**config.mk**
```make
export PLATFORM = sky130hd
export DESIGN_NAME = frac_block_feeder
export DESIGN_NICKNAME = d
export VERILOG_FILES = /design/src/rtl/frac_block_feeder.sv
export SDC_FILE = /design/constraint.sdc
export NUM_CORES = 1
export LEC_CHECK = 0
export ABC_AREA = 1
export BUFFER_PORTS_ARGS = -buffer_cell sky130_fd_sc_hd__buf_4
export CAP_MARGIN = 20
export CORE_MARGIN = 1
export CORE_UTILIZATION = 40
export CTS_CLUSTER_SIZE = 20
export DETAILED_ROUTE_END_ITERATION = 10
export HOLD_SLACK_MARGIN = 0.03
export SLEW_MARGIN = 20
export SYNTH_ARGS = -nofsm -noshare
export SYNTH_HDL_FRONTEND = slang
export SYNTH_SLANG_ARGS = --single-unit
```
**constraint.sdc**
```tcl
create_clock -name clk -period 4.2 [get_ports clk]
set_input_delay 0.63 -clock clk [delete_from_list [all_inputs] [get_ports clk]]
set_output_delay 0.63 -clock clk [all_outputs]
set_load 0.005 [all_outputs]
```
**src/rtl/frac_block_feeder.sv**
```systemverilog
// frac_block_feeder: transmit side of the QPEL fractional-search line interface.
// It stores one 8x8 current block and one 8x8 original block, streams them to the
// search engine line by line, and captures the SAD/MV result that comes back.
// Optional feature: define FRAC_FEED_DBUF_EN for double-buffered storage. Loads then
// target the idle bank in any state. Without it there is a single bank, and a load is
// accepted only in IDLE when start is low.
module frac_block_feeder #(
    parameter int RESULT_LAT = 2,   // cycles after the last line at which results are sampled (1..15)
    parameter int SAD_W      = 12
) (
    input  logic             clk,
    input  logic             reset,
    input  logic             ld_valid,
    input  logic             ld_sel,
    input  logic [2:0]       ld_addr,
    input  logic [63:0]      ld_data,
    output logic             ld_err,
    input  logic             start,
    output logic             busy,
    output logic             ready,
    output logic [63:0]      cur_pix,
    output logic [47:0]      org_pix,
    input  logic [SAD_W-1:0] sad_in,
    input  logic [2:0]       mvx_in,
    input  logic [2:0]       mvy_in,
    output logic             res_valid,
    output logic [SAD_W-1:0] res_sad,
    output logic [2:0]       res_mvx,
    output logic [2:0]       res_mvy
);

    typedef enum logic [1:0] {
        S_IDLE = 2'd0,
        S_SEND = 2'd1,
        S_WAIT = 2'd2,
        S_DONE = 2'd3
    } state_t;

    // The last WAIT cycle, counted from 0. Its closing edge captures the engine result.
    localparam logic [3:0] WAIT_LAST = 4'(RESULT_LAT - 1);

    state_t     state_q, state_d;
    logic [2:0] line_cnt_q, line_cnt_d;
    logic [3:0] wait_cnt_q, wait_cnt_d;
    logic       ld_err_q, ld_err_d;
    logic       start_accept;
    logic       capture_en;
    logic       wr_en;

    logic [SAD_W-1:0] res_sad_q;
    logic [2:0]       res_mvx_q, res_mvy_q;

    assign start_accept = (state_q == S_IDLE) && start;
    assign capture_en   = (state_q == S_WAIT) && (wait_cnt_q == WAIT_LAST);

    // ---------------------------------------------------------------------
    // Storage banking: the address carries a bank bit only with double buffering
    // ---------------------------------------------------------------------
`ifdef FRAC_FEED_DBUF_EN
    localparam int AW = 4;

    logic send_bank_q, send_bank_d;
    logic [AW-1:0] wr_addr, cur_rd_addr, org_rd_addr;

    // The bank being sent flips at the edge that accepts a start.
    always_comb begin
        send_bank_d = start_accept ? ~send_bank_q : send_bank_q;
    end

    // Bank pointer register.
    always_ff @(posedge clk or posedge reset) begin
        if (reset) begin
            send_bank_q <= 1'b0;
        end else begin
            send_bank_q <= send_bank_d;
        end
    end

    // A load always writes the bank that is idle after this edge. In the start cycle
    // that is the bank that was being sent until now.
    assign wr_en       = ld_valid;
    assign wr_addr     = {~send_bank_d, ld_addr};
    assign cur_rd_addr = {send_bank_q, line_cnt_q};
    assign org_rd_addr = {send_bank_q, line_cnt_q - 3'd1};
    assign ld_err_d    = 1'b0;
`else
    localparam int AW = 3;

    logic [AW-1:0] wr_addr, cur_rd_addr, org_rd_addr;

    // A single bank can be written only while nothing is streaming or about to stream.
    assign wr_en       = ld_valid && (state_q == S_IDLE) && !start;
    assign wr_addr     = ld_addr;
    assign cur_rd_addr = line_cnt_q;
    assign org_rd_addr = line_cnt_q - 3'd1;
    assign ld_err_d    = ld_valid && !wr_en;
`endif

    localparam int DEPTH = 1 << AW;

    logic [63:0] cur_mem [DEPTH];
    logic [47:0] org_mem [DEPTH];   // only bits [55:8] of an original line are ever sent

    // Line storage write port.
    // NOTE: the storage arrays have no reset. Their contents are undefined until loaded, and
    // leaving them unreset lets them map onto plain RAM or register-file cells.
    always_ff @(posedge clk) begin
        if (wr_en) begin
            if (ld_sel) begin
                org_mem[wr_addr] <= ld_data[55:8];
            end else begin
                cur_mem[wr_addr] <= ld_data;
            end
        end
    end

    // ---------------------------------------------------------------------
    // Control FSM
    // ---------------------------------------------------------------------

    // State, counters and the load-error flag.
    // NOTE: sequential state uses non-blocking assignments, so every register samples
    // pre-edge values regardless of statement order.
    always_ff @(posedge clk or posedge reset) begin
        if (reset) begin
            state_q    <= S_IDLE;
            line_cnt_q <= 3'd0;
            wait_cnt_q <= 4'd0;
            ld_err_q   <= 1'b0;
        end else begin
            state_q    <= state_d;
            line_cnt_q <= line_cnt_d;
            wait_cnt_q <= wait_cnt_d;
            ld_err_q   <= ld_err_d;
        end
    end

    // Next state and counter updates.
    // NOTE: every variable is assigned a default at the top of the block, so no path
    // through the case leaves it unassigned and no latch is inferred.
    always_comb begin
        state_d    = state_q;
        line_cnt_d = 3'd0;
        wait_cnt_d = 4'd0;
        case (state_q)
            S_IDLE: begin
                if (start) begin
                    state_d = S_SEND;
                end
            end
            S_SEND: begin
                // The counter wraps 7 -> 0 on exit, so it reads 0 at the next SEND entry.
                line_cnt_d = line_cnt_q + 3'd1;
                if (line_cnt_q == 3'd7) begin
                    state_d = S_WAIT;
                end
            end
            S_WAIT: begin
                wait_cnt_d = wait_cnt_q + 4'd1;
                if (wait_cnt_q == WAIT_LAST) begin
                    state_d = S_DONE;
                end
            end
            S_DONE: begin
                state_d = S_IDLE;
            end
            default: begin
                state_d = S_IDLE;
            end
        endcase
    end

    // Streaming outputs decode the registered state, so they drop as soon as reset is asserted.
    always_comb begin
        ready     = 1'b0;
        busy      = 1'b0;
        res_valid = 1'b0;
        cur_pix   = 64'd0;
        org_pix   = 48'd0;
        case (state_q)
            S_SEND: begin
                ready   = 1'b1;
                busy    = 1'b1;
                cur_pix = cur_mem[cur_rd_addr];
                // Original lines trail by one and start at line 1. Lines 0 and 7 are never sent.
                if (line_cnt_q >= 3'd2) begin
                    org_pix = org_mem[org_rd_addr];
                end
            end
            S_WAIT: begin
                busy = 1'b1;
            end
            S_DONE: begin
                busy      = 1'b1;
                res_valid = 1'b1;
            end
            default: begin
                busy = 1'b0;
            end
        endcase
    end

    // ---------------------------------------------------------------------
    // Result capture
    // ---------------------------------------------------------------------

    // Register the engine result at the close of the last WAIT cycle and hold it until the next capture.
    always_ff @(posedge clk or posedge reset) begin
        if (reset) begin
            res_sad_q <= '0;
            res_mvx_q <= 3'd0;
            res_mvy_q <= 3'd0;
        end else if (capture_en) begin
            res_sad_q <= sad_in;
            res_mvx_q <= mvx_in;
            res_mvy_q <= mvy_in;
        end
    end

    assign res_sad = res_sad_q;
    assign res_mvx = res_mvx_q;
    assign res_mvy = res_mvy_q;
    assign ld_err  = ld_err_q;

endmodule

```
## Word level (Yosys, flattened, before mapping)

Memories as Yosys holds them, arrays and structs flattened.
Index checks and enable logic that the tools add are counted.

- Add/sub/neg operators: 3
- Magnitude comparators: 1
- Eq/ne operators: 8
- Multiplexer cells: 18
- Reductions and logical operators: 9

Operators with widths:

| cell | number |
|---|---|
| 2-to-1 mux 48 bit | 2 |
| 2-to-1 mux 64 bit | 1 |
| 2-to-1 mux 1 bit | 9 |
| one-hot mux 2 bit (4 select lines) | 1 |
| 2-to-1 mux 2 bit | 3 |
| adder 4 x 1 -> 4 bit (second input constant) | 1 |
| == test 2 bit (second input constant) | 2 |
| == test 4 x 1 -> 1 bit (second input constant) | 1 |
| logical AND 1 bit | 4 |
| 2-to-1 mux 4 bit | 1 |
| != test 2 bit (second input constant) | 2 |
| adder 3 x 1 -> 3 bit (second input constant) | 1 |
| == test 3 bit (second input constant) | 1 |
| >= comparator 3 x 2 -> 1 bit (second input constant) | 1 |
| 2-to-1 mux 3 bit | 1 |
| AND reduction 3 bit | 1 |
| OR reduction 3 bit | 1 |
| subtractor 3 x 1 -> 3 bit (second input constant) | 1 |
| == test 2 x 1 -> 1 bit (second input constant) | 1 |
| logical NOT 1 bit | 2 |
| logical NOT 2 bit | 1 |
| != test 2 x 1 -> 1 bit (second input constant) | 1 |

- Bits in registers: 28
- Memory bits (writable): 896
- Input bits: 90
- Output and inout port bits: 134
- Word-level logic and storage cells: 48
- Memories kept: 2

Memory list:

| memory | depth | width | rd ports | clocked after Yosys merged registers in | wr ports | line | text |
|---|---|---|---|---|---|---|---|
| cur_mem | 8 | 64 | 1 | 0 | 1 | 101 | `logic [63:0] cur_mem [DEPTH];` |
| org_mem | 8 | 48 | 1 | 0 | 1 | 102 | `logic [47:0] org_mem [DEPTH];` |

## Longest topological paths before layout

Gate-level depths: netlist of run 1.

- Depth in word-level cells: 5
- Depth in mapped cells: 13
- Gate-level depth less buffers: 7

## Least setup slack after synthesis of run 1

No wires, ideal clock.

- Path type: reg2reg
- Start: register state_q[0]
- End: memory cur_mem[0][0] (enable)
- Setup time: 0.487 ns
- Arrival: 3.968 ns
- Required time: 3.713 ns
- Setup slack: -0.254 ns
- Cell stages (with the launch flop): 8
- Buffers on the path: 0
- Period minus slack after synthesis: 4.454 ns
- Path through: dfrtp_1 > inv_1 > ha_1 > inv_1 > or2_2 > nor2_1 > nand2_1 > nor2_1

- Cells in the longest elaborated chain, start to end: 5

RTL lines:

| element | line | text |
|---|---|---|
| start: declaration | 42 | `state_t state_q, state_d;` |
| start signal: assignment | 131 | `state_q <= state_d;` |
| logical NOT 2 bit | 92 | `assign wr_en = ld_valid && (state_q == S_IDLE) && !start;` |
| logical AND 1 bit (2 in a row) | 92 |  |
| 2-to-1 mux 1 bit | 108 | `if (wr_en) begin` |
| 2-to-1 mux 1 bit (implied by the code) | 112 | `cur_mem[wr_addr] <= ld_data;` |
| end: declaration | 101 |  |

Every way passes these cells.

## Worst setup path in the final report of run 1

- Start: register line_cnt_q[1], in the netlist cur_rd_addr[1]
- End: output org_pix[39]

- Cells in the longest elaborated chain, start to end: 4
- Elaborated cells between the ends (all ways): 5
- Classes of those cells: add/sub (1); order compare (1); mux (2); memory (1)

RTL lines:

| element | line | text |
|---|---|---|
| start: declaration | 43 | `logic [2:0] line_cnt_q, line_cnt_d;` |
| start signal: assignment | 132 | `line_cnt_q <= line_cnt_d;` |
| subtractor 3 x 1 -> 3 bit | 95 | `assign org_rd_addr = line_cnt_q - 3'd1;` |
| memory read (8 x 48 bit) | -- |  |
| 2-to-1 mux 48 bit (*) | 186 | `if (line_cnt_q >= 3'd2) begin` |
| 2-to-1 mux 48 bit (*) | 180 | `case (state_q)` |
| end: declaration | 22 | `output logic [47:0] org_pix,` |

Mark *: on every way between the ends. The rest lies on a longest branch, timed or not.

==> impl_metrics.json, run 1 <==
{
  "status": "complete, no violations",
  "regArea_um2": 27600,
  "grt_overflow": 0,
  "tightest_slew_ps": 1140,
  "p_int_mw": 17.4,
  "post-place-cells": 5439,
  "comb_power_share_pct": 26.7,
  "tritoncts": "yes",
  "synth_top_area_share_pct": 66.7,
  "clk_latency_ps": 670,
  "die_w_um": 320,
  "fp.dieH_um": 320,
  "fin_util_pct": 46.8,
  "slew_viol_final": 0,
  "seq_power_share_pct": 40.5,
  "clockBufferDepth": 3,
  "yosysTopAreaCell": "edfxtp_1",
  "place.gp.congestion": 0.755,
  "path_clk_slew_ps": 60,
  "final_common_cell": "nand2_1",
  "syn_nets": 4148,
  "crit_chain": "inv_6 -> ha_4 -> buf_4 -> nand3_1 -> nand2_1 -> nor2_1 -> nor2_1 -> buf_4",
  "power_density_nw_per_um2": 550,
  "cts_buffers": 101,
  "finalCritPeriodShare_pct": 94.6,
  "finalNonFillerCells": 5628,
  "reg2reg_depth": 8,
  "avgViaCountPerCell": 4.72,
  "core_area_um2": 100000,
  "max_freq_mhz": 252,
  "cts_max_level": 3,
  "cp.required_ps": 3570,
  "start_util_pct": 40.4,
  "fin_crit_ps": 3970,
  "layout_common_cells": "nand2_1 (1146), inv_1 (929), edfxtp_1 (896), nand3_1 (570), buf_4 (264)",
  "detail_route.wl_per_cell_um": 17.9,
  "clock_skew_ps": 14.7,
  "synth_cell_types": 18,
  "die-area_um2": 102000,
  "drive_above_1_share_pct": 10.2,
  "reg2reg_from": "state_q[0]$_DFFE_PP0P_",
  "hpwl_mm": 56.2,
  "grt_pass1_wl_mm": 154,
  "grt_max_degree": 223,
  "peakVddDrop_v": 0.000510,
  "fill_cells": 8997,
  "rsz0062_at_grt": "false",
  "dr.pass1.iters": 6,
  "antenna_found_initial": 4,
  "synthesis.area_um2": 40400,
  "power.leakage_nw": 20.7,
  "nets": 4348,
  "cp.arrival_ps": 3340,
  "max-slew-margin-rel_pct": 24.2,
  "grt_pass1_vias": 25519,
  "criticalPathCategory": "reg -> out",
  "p_clk_share_pct": 32.8,
  "p_switching_mw": 8.32,
  "finalSetupTns_ps": 0,
  "setup.worst_path.start_class": "register",
  "crit_end": "org_pix[39]",
  "cp_slowest_cell": "ha_4",
  "setup_viol": 0,
  "crit_start": "cur_rd_addr[1]$_DFF_PP0_",
  "multi_input_area_um2": 8560,
  "critical_path.max_fanout": 44,
  "synthToLayoutAreaGrowth_pct": 16.0,
  "r2r_slack_ps": 930,
  "max_stage_delay_ps": 570,
  "cts_resized": 0,
  "yosys_warnings": 0,
  "stdcell_area_um2": 46800,
  "avgSynthCellArea_um2": 9.97,
  "endpoint_kind": "output pin",
  "placed_cell_area_um2": 43700,
  "ios": 224,
  "grt.total_usage_pct": 19.8,
  "port_buffers": 223,
  "synth_cells": 4047,
  "wl_mm": 101,
  "antenna_left": 0,
  "synth-seq-cells": 924,
  "hold_violations": 0,
  "synth.area.top_cells": "edfxtp_1 (67%), nand2_1 (11%), inv_1 (8.6%), nand3_1 (7.1%), nor2_1 (2.3%)",
  "remaining_drc_errors": 0,
  "rows": 116,
  "cts_sinks": 924,
  "r2r-end": "org_mem[2][20]$_DFFE_PP_",
  "maxCapViolCount": 0,
  "drt-initial-drc-count": 2373,
  "seq_area_frac_synth_pct": 68.4,
  "num_vias": 26591,
  "sw_frac_of_total_pct": 32.3,
  "hold_path.class": "in -> async",
  "cts-root-buf": "clkbuf_16",
  "p_total_mw": 25.8
}
## synthesized netlist by cell type (all sizes together)
library cell	count
clkbuf	47
or2	2
o21ai	20
inv	932
a21oi	1
nor2	250
xnor2	2
ha	11
nand3	571
dfrtp	28
buf	140
nand2	1146
edfxtp	896
xor2	1
## metrics by stage
stage / hold WS [ps] / worst slack [ps]
3_5_place_dp: 475 / 728
6_report: 57.0 / 227
2_1_floorplan: 458 / -254
5_1_grt: 67.5 / 33.7
3_3_place_gp: 470 / 743
4_1_cts: 30.3 / 127
## area by class of cell
cell class                 instances  area share (%)
timing repair buffer             284            5.09
clock buffer                     140            5.78
tap                             1298            3.47
antenna                            1         0.00534
multi-input combinational       2004            18.3
inverter                         932            7.50
clock inverter                    45           0.914
sequential                       924            59.0
## power by group through the flow
stage                     logic (mW)  registers, mW  clock network [mW]
after floorplan                 4.25           10.6                   0
after global placement          6.93           10.6                   0
after detailed placement        6.93           10.6                   0
after CTS                       6.97           10.4                8.64
after global routing            7.65           10.5                9.00
final                           6.86           10.4                8.45
## worst min path at each step
stage	slack (ps)	start	to
3_5_place_dp	480	res_mvx[0]$_DFFE_PP0P_	res_mvx[0]$_DFFE_PP0P_
2_1_floorplan	460	wait_cnt_q[0]$_DFF_PP0_	wait_cnt_q[0]$_DFF_PP0_
5_1_grt	70	reset	res_sad[9]$_DFFE_PP0P_
4_1_cts	30	reset	res_sad[9]$_DFFE_PP0P_
6_report	60	reset	res_sad[9]$_DFFE_PP0P_
3_3_place_gp	470	res_sad[10]$_DFFE_PP0P_	res_sad[10]$_DFFE_PP0P_
## worst max-delay path: cells and delay by family (launching register included)
family / cells / cell delay (ps)
buffers and inverters: 3 / 1060
flip-flops: 1 / 510
AND/OR/NAND/NOR: 4 / 490
adder cells (fa/ha/maj): 1 / 570
## kinds of logic (layout without fill, tap and decap cells)
group	Yosys count	after routing	share of synthesized area, %
simple gates	1969	1969	20.1
buf+inv	1119	1401	10.8
flops	924	924	68.4
xor+xnor	3	3	0.0837
other cells	0	1	0
compound gates	21	21	0.270
fa+ha+maj	11	11	0.341
## registers in the layout (all words and copies together), names as in the netlist
register / flops
cur_mem: 512
org_mem: 384
res_sad: 12
wait_cnt_q: 4
cur_rd_addr: 3
res_mvx: 3
res_mvy: 3
state_q: 2
ld_err: 1
## metal layers
layer / track usage (%) / routed length [um] / up-vias
met2: 32.4 / 47900 / 675
met1: 26.9 / 44600 / 12718
met3: 2.96 / 5720 / 138
met4: 6.35 / 2430 / 4
met5: 0 / 15 / -
li1: - / - / 13056
## repair_timing
item,4_1_cts,5_1_grt
setup endpoints to repair,1,0
setup buffers,3,0
hold buffers,0,0
(Power assumes the default switching activity.)
==> run 2, diff against run 1 <==
Settings changed: GPL_TIMING_DRIVEN from default to 0.
==> impl_metrics.json, run 2 (same netlist as run 1, synthesis figures left out) <==
{
  "cts-root-buf": "clkbuf_16",
  "multi_input_area_um2": 8560,
  "cts_buffers": 100,
  "fp.dieH_um": 320,
  "fin_crit_ps": 4090,
  "tightest_slew_ps": 894,
  "power_density_nw_per_um2": 552,
  "criticalPathCategory": "reg -> out",
  "largest_register_ff_count": 512,
  "grt_max_degree": 29,
  "crit_chain": "buf_6 -> inv_2 -> buf_12 -> ha_1 -> buf_4 -> inv_2 -> buf_2 -> nand3_1 -> nand3_1 -> nand2_1 -> nor2_1 -> buf_4",
  "nets": 4513,
  "finalSetupTns_ps": 0,
  "place.gp.congestion": 0.797,
  "die_w_um": 320,
  "rsz0062_at_grt": "false",
  "slew_viol_final": 0,
  "grt.total_usage_pct": 21.4,
  "maxCapViolCount": 0,
  "setup.worst_path.start_class": "register",
  "tritoncts": "yes",
  "antenna_found_initial": 6,
  "num_vias": 27640,
  "setup_viol": 0,
  "grt_overflow": 0,
  "hold_violations": 0,
  "remaining_drc_errors": 0,
  "detail_route.wl_per_cell_um": 18.9,
  "clock_skew_ps": 16.4,
  "status": "complete, no violations",
  "seq_power_share_pct": 39.4,
  "cp.required_ps": 3570,
  "fill_cells": 9067,
  "max_freq_mhz": 244,
  "max_flop_register": "cur_mem",
  "p_total_mw": 26.4,
  "cp.arrival_ps": 3460,
  "critical_path.top_delay_family": "buffers and inverters",
  "clockBufferDepth": 3,
  "critical_path.max_fanout": 20,
  "start_util_pct": 40.4,
  "cts_sinks": 924,
  "hpwl_mm": 73.8,
  "path_clk_slew_ps": 60,
  "rows": 116,
  "layout_common_cells": "nand2_1 (1146), inv_1 (929), edfxtp_1 (896), nand3_1 (571), buf_4 (234)",
  "drt-initial-drc-count": 2437,
  "p_switching_mw": 8.96,
  "clk_latency_ps": 660,
  "dr.pass1.iters": 5,
  "power.leakage_nw": 21.2,
  "port_buffers": 223,
  "core_area_um2": 100000,
  "regArea_um2": 27600,
  "sw_frac_of_total_pct": 33.9,
  "finalCritPeriodShare_pct": 97.4,
  "drive_above_1_share_pct": 12.5,
  "cts_hold_buffers": 0,
  "final_common_cell": "nand2_1",
  "p_int_mw": 17.4,
  "num_antenna_cells": 0,
  "cts_max_level": 3,
  "hold_path.class": "in -> async",
  "synthToLayoutAreaGrowth_pct": 18.4,
  "max-slew-margin-rel_pct": 40.4,
  "antenna_left": 0,
  "p_clk_share_pct": 31.3,
  "grt_pass1_wl_mm": 163,
  "wl_mm": 110,
  "grt_pass1_vias": 26779,
  "comb_power_share_pct": 29.3,
  "peakVddDrop_v": 0.000319,
  "max_stage_delay_ps": 390,
  "die-area_um2": 102000,
  "avgViaCountPerCell": 4.77,
  "cp_slowest_cell": "dfrtp_1",
  "endpoint_kind": "output pin",
  "ios": 224,
  "cp_num_buf_inv": 7
}
## run 2: timing repair
item	4_1_cts	5_1_grt
setup buffers	2	0
endpoints found under the setup margin	69	16
cloned	0	0
pin swaps	1	0
gates resized for setup	36	12
## run 2: power groups by stage
stage | clock (mW) | combinational (mW) | sequential (mW)
after global placement | 0 | 7.49 | 10.6
final | 8.26 | 7.73 | 10.4
after floorplan | 0 | 4.25 | 10.6
after CTS | 8.40 | 7.76 | 10.4
after global routing | 8.75 | 8.47 | 10.4
after detailed placement | 0 | 7.60 | 10.6
## run 2: worst register-to-register path: cells and delay by family (launching register included)
kind,cells,cell delay [ps]
buffers and inverters,4,610
AND/OR/NAND/NOR,4,1840
adder cells (fa/ha/maj),1,150
flip-flops,1,410
## run 2: worst paths after layout
kind,from,end,slack [ps],cells past startpoint
setup / recovery,cur_rd_addr[0]$_DFF_PP0_,org_pix[47],110,12
hold / removal,reset,cur_rd_addr[0]$_DFF_PP0_,80,2
setup reg to reg,state_q[0]$_DFFE_PP0P_,cur_mem[4][42]$_DFFE_PP_,860,9
max in group asynchronous,reset,ld_err$_DFF_PP0_,3650,2
hold reg to reg,res_sad[3]$_DFFE_PP0P_,res_sad[3]$_DFFE_PP0P_,480,2
min in group clk,ld_data[61],cur_mem[5][61]$_DFFE_PP_,190,1
## run 2: routing by layer
| metal | track usage [%] | share of wire [%] | vias to the layer above |
|---|---|---|---|
| met1 | 28.1 | 42 | 13177 |
| met3 | 3.21 | 6.3 | 195 |
| met5 | 0 | 0.021 | - |
| li1 | - | - | 13393 |
| met2 | 36.0 | 48 | 871 |
| met4 | 7.38 | 3.0 | 4 |
## run 2: final cells by class
type | count | share of cell area, %
sequential | 924 | 57.8
multi-input combinational | 2004 | 17.9
inverter | 932 | 7.32
clock buffer | 132 | 5.58
timing repair buffer | 265 | 5.36
tap | 1298 | 3.40
buffer | 185 | 1.91
clock inverter | 51 | 0.772
## run 2: metrics by stage
stage	instance area, um2	cells	utilization (%)	setup WS, ps	hold WS (ps)
after floorplan	40400	4047	-	-254	458
after global placement	43700	5568	43.7	-3390	472
after detailed placement	44600	5608	44.6	-376	477
after CTS	47800	5791	47.8	1.02	75.9
after global routing	47800	5791	47.8	6.54	137
final	47800	5791	47.8	107	81.3
